## config.mk

```make
export PLATFORM = sky130hd
export DESIGN_NAME = alu_share_arbiter_flat
export DESIGN_NICKNAME = d
export VERILOG_FILES = /design/src/rtl/alu_share_arbiter_if.sv /design/src/rtl/alu_share_arbiter.sv /design/src/flat_wrapper.sv
export SDC_FILE = /design/constraint.sdc
export NUM_CORES = 1
export LEC_CHECK = 0
export BUFFER_PORTS_ARGS = -buffer_cell sky130_fd_sc_hd__clkbuf_2
export CELL_PAD_IN_SITES_DETAIL_PLACEMENT = 1
export CELL_PAD_IN_SITES_GLOBAL_PLACEMENT = 1
export CORE_UTILIZATION = 40
export CTS_CLUSTER_SIZE = 14
export DETAILED_ROUTE_END_ITERATION = 7
export PLACE_DENSITY = 0.85
export SYNTH_ARGS = -nofsm -noshare
export SYNTH_HDL_FRONTEND = slang
export SYNTH_SLANG_ARGS = --single-unit
```

## constraint.sdc

```tcl
create_clock -name i_clk -period 5.05 [get_ports i_clk]
set_clock_uncertainty 0.15 [all_clocks]
set_input_delay 0.2525 -clock i_clk [delete_from_list [all_inputs] [get_ports i_clk]]
set_output_delay 0.2525 -clock i_clk [all_outputs]
set_load 0.02 [all_outputs]
```

## src/rtl/alu_share_arbiter_if.sv

```systemverilog
// alu_share_arbiter_if: request/response bundle between two requesters, the shared ALU and its consumer
//   i_reqK_valid/o_reqK_ready/i_reqK_op/i_reqK_a/i_reqK_b : request port K (K = 0, 1)
//   o_rsp_valid/i_rsp_ready/o_rsp_id/o_rsp_data/o_rsp_err  : registered result port
//   slave modport = ALU side, master modport = requester/consumer side
interface alu_share_arbiter_if #(parameter int DATA_W = 32);
   logic              i_req0_valid;
   logic              o_req0_ready;
   logic [3:0]        i_req0_op;
   logic [DATA_W-1:0] i_req0_a;
   logic [DATA_W-1:0] i_req0_b;
   logic              i_req1_valid;
   logic              o_req1_ready;
   logic [3:0]        i_req1_op;
   logic [DATA_W-1:0] i_req1_a;
   logic [DATA_W-1:0] i_req1_b;
   logic              o_rsp_valid;
   logic              i_rsp_ready;
   logic              o_rsp_id;
   logic [DATA_W-1:0] o_rsp_data;
   logic              o_rsp_err;
   modport slave (
      input  i_req0_valid, i_req0_op, i_req0_a, i_req0_b,
      input  i_req1_valid, i_req1_op, i_req1_a, i_req1_b,
      input  i_rsp_ready,
      output o_req0_ready, o_req1_ready,
      output o_rsp_valid, o_rsp_id, o_rsp_data, o_rsp_err
   );
   modport master (
      output i_req0_valid, i_req0_op, i_req0_a, i_req0_b,
      output i_req1_valid, i_req1_op, i_req1_a, i_req1_b,
      output i_rsp_ready,
      input  o_req0_ready, o_req1_ready,
      input  o_rsp_valid, o_rsp_id, o_rsp_data, o_rsp_err
   );
endinterface

```

## src/rtl/alu_share_arbiter.sv

```systemverilog
// alu_share_arbiter: one registered ALU shared round-robin between two requesters
//   i_clk : clock, rising edge
//   i_rst : synchronous active-high reset
//   bus   : alu_share_arbiter_if.slave carrying both request ports and the result port
module alu_share_arbiter #(
   parameter int DATA_W = 32
) (
   input logic                 i_clk,
   input logic                 i_rst,
   alu_share_arbiter_if.slave  bus
);
   localparam int SH_W = $clog2(DATA_W);
   logic              valid_q, id_q, err_q, prio_q;
   logic [DATA_W-1:0] data_q, data_d;
   logic              id_d, err_d;
   logic              can_load, rdy0, rdy1, fire0, fire1;
   logic [3:0]        op;
   logic [DATA_W-1:0] a, b;
   logic [SH_W-1:0]   sh;
   // the output register may be refilled in the same cycle its result is consumed
   assign can_load = ~valid_q | bus.i_rsp_ready;
   // a requester is held off only when the other one is valid and currently has priority
   assign rdy0  = can_load & ~i_rst & ~(bus.i_req1_valid & prio_q);
   assign rdy1  = can_load & ~i_rst & ~(bus.i_req0_valid & ~prio_q);
   assign fire0 = bus.i_req0_valid & rdy0;
   assign fire1 = bus.i_req1_valid & rdy1;
   always_comb begin
      op    = fire1 ? bus.i_req1_op : bus.i_req0_op;
      a     = fire1 ? bus.i_req1_a  : bus.i_req0_a;
      b     = fire1 ? bus.i_req1_b  : bus.i_req0_b;
      sh    = b[SH_W-1:0];
      id_d  = fire1;
      err_d = op > 4'd9;
      case (op)
         4'd0:    data_d = a + b;
         4'd1:    data_d = a - b;
         4'd2:    data_d = a << sh;
         4'd3:    data_d = {{(DATA_W-1){1'b0}}, $signed(a) < $signed(b)};
         4'd4:    data_d = {{(DATA_W-1){1'b0}}, a < b};
         4'd5:    data_d = a ^ b;
         4'd6:    data_d = a >> sh;
         4'd7:    data_d = $signed(a) >>> sh;
         4'd8:    data_d = a | b;
         4'd9:    data_d = a & b;
         default: data_d = '0;
      endcase
   end
   always_ff @(posedge i_clk) begin
      if (i_rst) begin
         valid_q <= 1'b0;
         data_q  <= '0;
         id_q    <= 1'b0;
         err_q   <= 1'b0;
         prio_q  <= 1'b0;
      end else if (fire0 | fire1) begin
         valid_q <= 1'b1;
         data_q  <= data_d;
         id_q    <= id_d;
         err_q   <= err_d;
         // priority passes to the requester that did not just transfer
         prio_q  <= fire0;
      end else if (bus.i_rsp_ready) begin
         valid_q <= 1'b0;
      end
   end
   assign bus.o_req0_ready = rdy0;
   assign bus.o_req1_ready = rdy1;
   assign bus.o_rsp_valid  = valid_q;
   assign bus.o_rsp_id     = id_q;
   assign bus.o_rsp_data   = data_q;
   assign bus.o_rsp_err    = err_q;
endmodule

```

## src/flat_wrapper.sv

```systemverilog
// flat-port wrapper written by rule: the top's interface ports become plain ports
module alu_share_arbiter_flat 
#(
   parameter int DATA_W = 32
)
  (i_clk, i_rst, bus_i_req0_valid, bus_i_req0_op, bus_i_req0_a, bus_i_req0_b, bus_i_req1_valid, bus_i_req1_op, bus_i_req1_a, bus_i_req1_b, bus_i_rsp_ready, bus_o_req0_ready, bus_o_req1_ready, bus_o_rsp_valid, bus_o_rsp_id, bus_o_rsp_data, bus_o_rsp_err);
  alu_share_arbiter_if #(.DATA_W(DATA_W)) bus_i ();
  input logic i_clk;
  input logic i_rst;
  input wire logic [$bits(bus_i.i_req0_valid)-1:0] bus_i_req0_valid;
  input wire logic [$bits(bus_i.i_req0_op)-1:0] bus_i_req0_op;
  input wire logic [$bits(bus_i.i_req0_a)-1:0] bus_i_req0_a;
  input wire logic [$bits(bus_i.i_req0_b)-1:0] bus_i_req0_b;
  input wire logic [$bits(bus_i.i_req1_valid)-1:0] bus_i_req1_valid;
  input wire logic [$bits(bus_i.i_req1_op)-1:0] bus_i_req1_op;
  input wire logic [$bits(bus_i.i_req1_a)-1:0] bus_i_req1_a;
  input wire logic [$bits(bus_i.i_req1_b)-1:0] bus_i_req1_b;
  input wire logic [$bits(bus_i.i_rsp_ready)-1:0] bus_i_rsp_ready;
  output wire logic [$bits(bus_i.o_req0_ready)-1:0] bus_o_req0_ready;
  output wire logic [$bits(bus_i.o_req1_ready)-1:0] bus_o_req1_ready;
  output wire logic [$bits(bus_i.o_rsp_valid)-1:0] bus_o_rsp_valid;
  output wire logic [$bits(bus_i.o_rsp_id)-1:0] bus_o_rsp_id;
  output wire logic [$bits(bus_i.o_rsp_data)-1:0] bus_o_rsp_data;
  output wire logic [$bits(bus_i.o_rsp_err)-1:0] bus_o_rsp_err;
  assign bus_i.i_req0_valid = bus_i_req0_valid;
  assign bus_i.i_req0_op = bus_i_req0_op;
  assign bus_i.i_req0_a = bus_i_req0_a;
  assign bus_i.i_req0_b = bus_i_req0_b;
  assign bus_i.i_req1_valid = bus_i_req1_valid;
  assign bus_i.i_req1_op = bus_i_req1_op;
  assign bus_i.i_req1_a = bus_i_req1_a;
  assign bus_i.i_req1_b = bus_i_req1_b;
  assign bus_i.i_rsp_ready = bus_i_rsp_ready;
  assign bus_o_req0_ready = bus_i.o_req0_ready;
  assign bus_o_req1_ready = bus_i.o_req1_ready;
  assign bus_o_rsp_valid = bus_i.o_rsp_valid;
  assign bus_o_rsp_id = bus_i.o_rsp_id;
  assign bus_o_rsp_data = bus_i.o_rsp_data;
  assign bus_o_rsp_err = bus_i.o_rsp_err;
  alu_share_arbiter #(.DATA_W(DATA_W)) u_core (.i_clk(i_clk), .i_rst(i_rst), .bus(bus_i));
endmodule
```

==> summary.md <==
| Metric | Value |
|---|---|
| Post-layout minimum cycle time | `4930 ps` |
| Synth top area cells | `mux2i_1, nand2_1, ha_1, mux4_2, dfxtp_1` |
| CTS clock-pin slew for the worst setup and hold paths | `70 ps` |
| Root Buffer | `clkbuf_16` |
| Hold Vio Cnt, Final | `0` |
| Synthesized Nets | `2185` |
| Crit Path Class | `reg -> reg` |
| Netlist cell types | `85` |
| Count of state elements after synthesis | `36` |
| Die area | `34100 sq um` |
| Pre-antenna DRT Iters | `6` |
| Relative slew slack | `31.6%` |
| Post-synthesis simple-gate area fraction | `23.3%` |
| Primary FF master, synth | `dfxtp_1` |
| Global Route Usage Sum | `41.4%` |
| Compound-Gate Fraction of Synth Area | `29.4%` |
| CTS tree | `built` |
| Hold Path Class | `in -> reg` |
| Design Power | `between 2 and 3 mW` |
| Biggest area consumer among synthesized cells | `mux2i_1` |
| Mux share of post-synthesis cell area | `23.4%` |
| Routed vias | `16900` |
| Detail Route Antenna Nets | `0` |
| DRT iter0 DRCs | `1839` |
| RSZ-0062 raised after global routing | `no` |
| Max Slew Vio Count | `0` |
| Avg Synthesized Cell Area | `6.87 sq um` |
| CTS max path bufs | `2` |
| Rows | `66` |
| Data required, critical path | `5120 ps` |
| Vias in the first global route | `16600` |
| Hold path startpoint | `bus_i_req0_valid` |
| Number of I/O pins | `178` |
| Critical path endpoint category | `register` |
| Most frequent cell after synthesis | `nand2_1` |
| Post-synthesis cell area | `13400 sq um` |
| DIE WIDTH | `185 um` |
| Crit path DAT | `roughly 5000 ps` |
| Ys async rst share | `0%` |
| Post-synthesis sequential area ratio | `under 10%` |
| Drt wl/cell | `28.3 um` |
| Inserted Clock Buffers | `5` |
| Gr ovfl total | `0` |
| Number of synthesized flops with an enable pin | `0` |
| Area Growth Syn to Fin | `13.2%` |
| Finished Core Util | `46.3%` |
| Setup violations, final | `0` |
| R2r startpoint | `u_core.bus.o_rsp_valid$_SDFFE_PP0P_` |
| Post-Syn Instances | `1946` |
| Clk_lat worst skew | `320 ps` |
| GP Congestion | `around 1.0` |
| Worst Setup SP | `u_core.bus.o_rsp_valid$_SDFFE_PP0P_` |
| Peak VDD IR | `approximately 140 uV` |
| Commonest cells post-synth | `nand2_1, mux2i_1, nor2_1` |
| DIE HEIGHT | `185 um` |
| Proportion of layout cells with a drive suffix above 1 | `18.4%` |
| Pwr/cell area | `183 nW/um^2` |
| Area fraction of the dominant cell type after synthesis | `14.4%` |
| Clock Sinks | `36` |
| Max H-tree Level | `2` |
| Detailed placer's ending HPWL | `57.0 mm` |
| Global-route wire length before repair | `105 mm` |
| Adder-cell share of the synthesized area | `under 10%` |
| Main combinational cell family by area after synthesis | `compound AO/OA/AOI/OAI gates` |
| Initial antenna violation count | `1` |
| Pin count of the biggest net entering global routing | `76` |
| Crit path max fanout | `20` |
| Number of fill cells in the layout | `around 4300` |
| Status | `completed` |
| Initial Util | `40.9%` |
| Routed WL | `71.6 mm` |
| Via-to-Cell Ratio | `~6.7` |
| Period Utilization, post-route | `97.6%` |
| Max_cap viols | `0` |
| Yosys Warn Count | `0` |
| Area of the core | `roughly 33000 sq um` |
| Leakage | `6.85 nW` |
| Post-synthesis xor/xnor area fraction | `1.31%` |
| Post-route DRC | `0` |
| Max Clock Freq | `0.203 GHz` |
| Layout Nets | `2321` |
| IO Port Bufs | `177` |
| Transition time of the tightest slew-check pin | `1020 ps` |
| Worst setup SP type | `register` |
==> cells in the final DEF (no fill, tap or decap), drive strengths merged, types with 12 or more instances in the layout <==
master / synthesis / layout
a22oi: 18 / 18
nand2b: 12 / 12
a211oi: 41 / 41
nor2b: 26 / 26
o211ai: 38 / 38
a31oi: 26 / 26
clkbuf: 58 / 182
a21o: 16 / 16
mux2i: 194 / 194
nor4: 12 / 12
o22ai: 14 / 14
buf: 85 / 97
xnor2: 17 / 17
o221ai: 16 / 16
a21oi: 137 / 137
ha: 96 / 96
dfxtp: 36 / 36
mux2: 34 / 34
nor2: 161 / 161
o21ai: 114 / 114
inv: 99 / 99
nor3: 38 / 38
a221oi: 27 / 27
nand3: 34 / 34
o21bai: 17 / 17
mux4: 35 / 35
nand4: 13 / 13
nand2: 346 / 346
o31ai: 17 / 17
==> per-stage QoR <==
| stage | cells | instance area (sq um) | setup WS [ps] | TNS, ps | hold WS (ps) |
|---|---|---|---|---|---|
| floorplan | 1946 | 13400 | 252 | 0 | 287 |
| global placement | 2517 | 15000 | 90.8 | 0 | 293 |
| detailed placement | 2517 | 15000 | -84.2 | -84.2 | 299 |
| CTS | 2524 | 15100 | 67.0 | 0 | 136 |
| global route | 2524 | 15100 | 29.6 | 0 | 171 |
| finish | 2525 | 15100 | 121 | 0 | 125 |
==> sequential cells by signal, summed over array words and instances, names as in the netlist <==
signal,flops
u_core.bus.o_rsp_err,1
u_core.bus.o_rsp_data,32
u_core.prio_q,1
u_core.bus.o_rsp_id,1
u_core.bus.o_rsp_valid,1
==> worst paths after layout <==
path                            slack (ps)  depth (start not counted)                                endpoint
worst max-delay path                   120                         16  u_core.bus.o_rsp_data[30]$_SDFFE_PP0P_
worst min-delay path                   120                          4        u_core.bus.o_rsp_id$_SDFFE_PP0P_
worst max register to register         120                         16  u_core.bus.o_rsp_data[30]$_SDFFE_PP0P_
worst min register to register         320                          2   u_core.bus.o_rsp_data[8]$_SDFFE_PP0P_
==> worst max-delay path, stage by stage (launching register included) <==
cell and delay, ps:
dfxtp_1 330, and2b_1 260, nor4_2 360, buf_12 240, mux2i_1 310, inv_1 110
ha_1 240, fa_1 490, nor2b_1 170, a31oi_1 390, a21oi_1 180, o31ai_2 360
a21oi_1 210, o221ai_1 370, o21ai_0 160, a211o_1 310, a21o_1 150
==> what timing repair did <==
item,4_1_cts,5_1_grt
resized for setup,1,3
hold endpoints to repair,0,0
setup endpoints to repair,1,4
hold buffers,0,0
setup buffers,0,0
==> final cells by class <==
class / instances / area [sq um] / share of cell area [%]
diodes: 1 / 2.50 / 0.0165
flip-flops and latches: 36 / 721 / 4.76
multi-input cells: 1668 / 11700 / 77.1
well taps: 442 / 553 / 3.65
inverters: 99 / 372 / 2.46
repair buffers: 272 / 1670 / 11.0
clock buffers: 7 / 153 / 1.01
==> metal layers <==
metal / routed length [um] / GRT usage [%]
met1: 29300 / 52.7
met2: 32000 / 65.7
met3: 5580 / 6.35
met4: 4770 / 25.0
met5: 0 / 0
==> kinds of logic after synthesis <==
family | count (synthesis)
simple gates | 706
compound gates | 581
mux | 263
buf+inv | 242
fa+ha+maj | 98
flops | 36
xor+xnor | 20
==> power breakdown <==
group          total [mW]  leakage [nW]  switching, mW  internal [mW]
clock               0.383        0.0760          0.174          0.209
combinational        2.07          6.48           1.36          0.712
sequential          0.323         0.293         0.0182          0.305
total                2.77          6.85           1.55           1.23
Note: power is estimated with default switching activity, not from simulation.
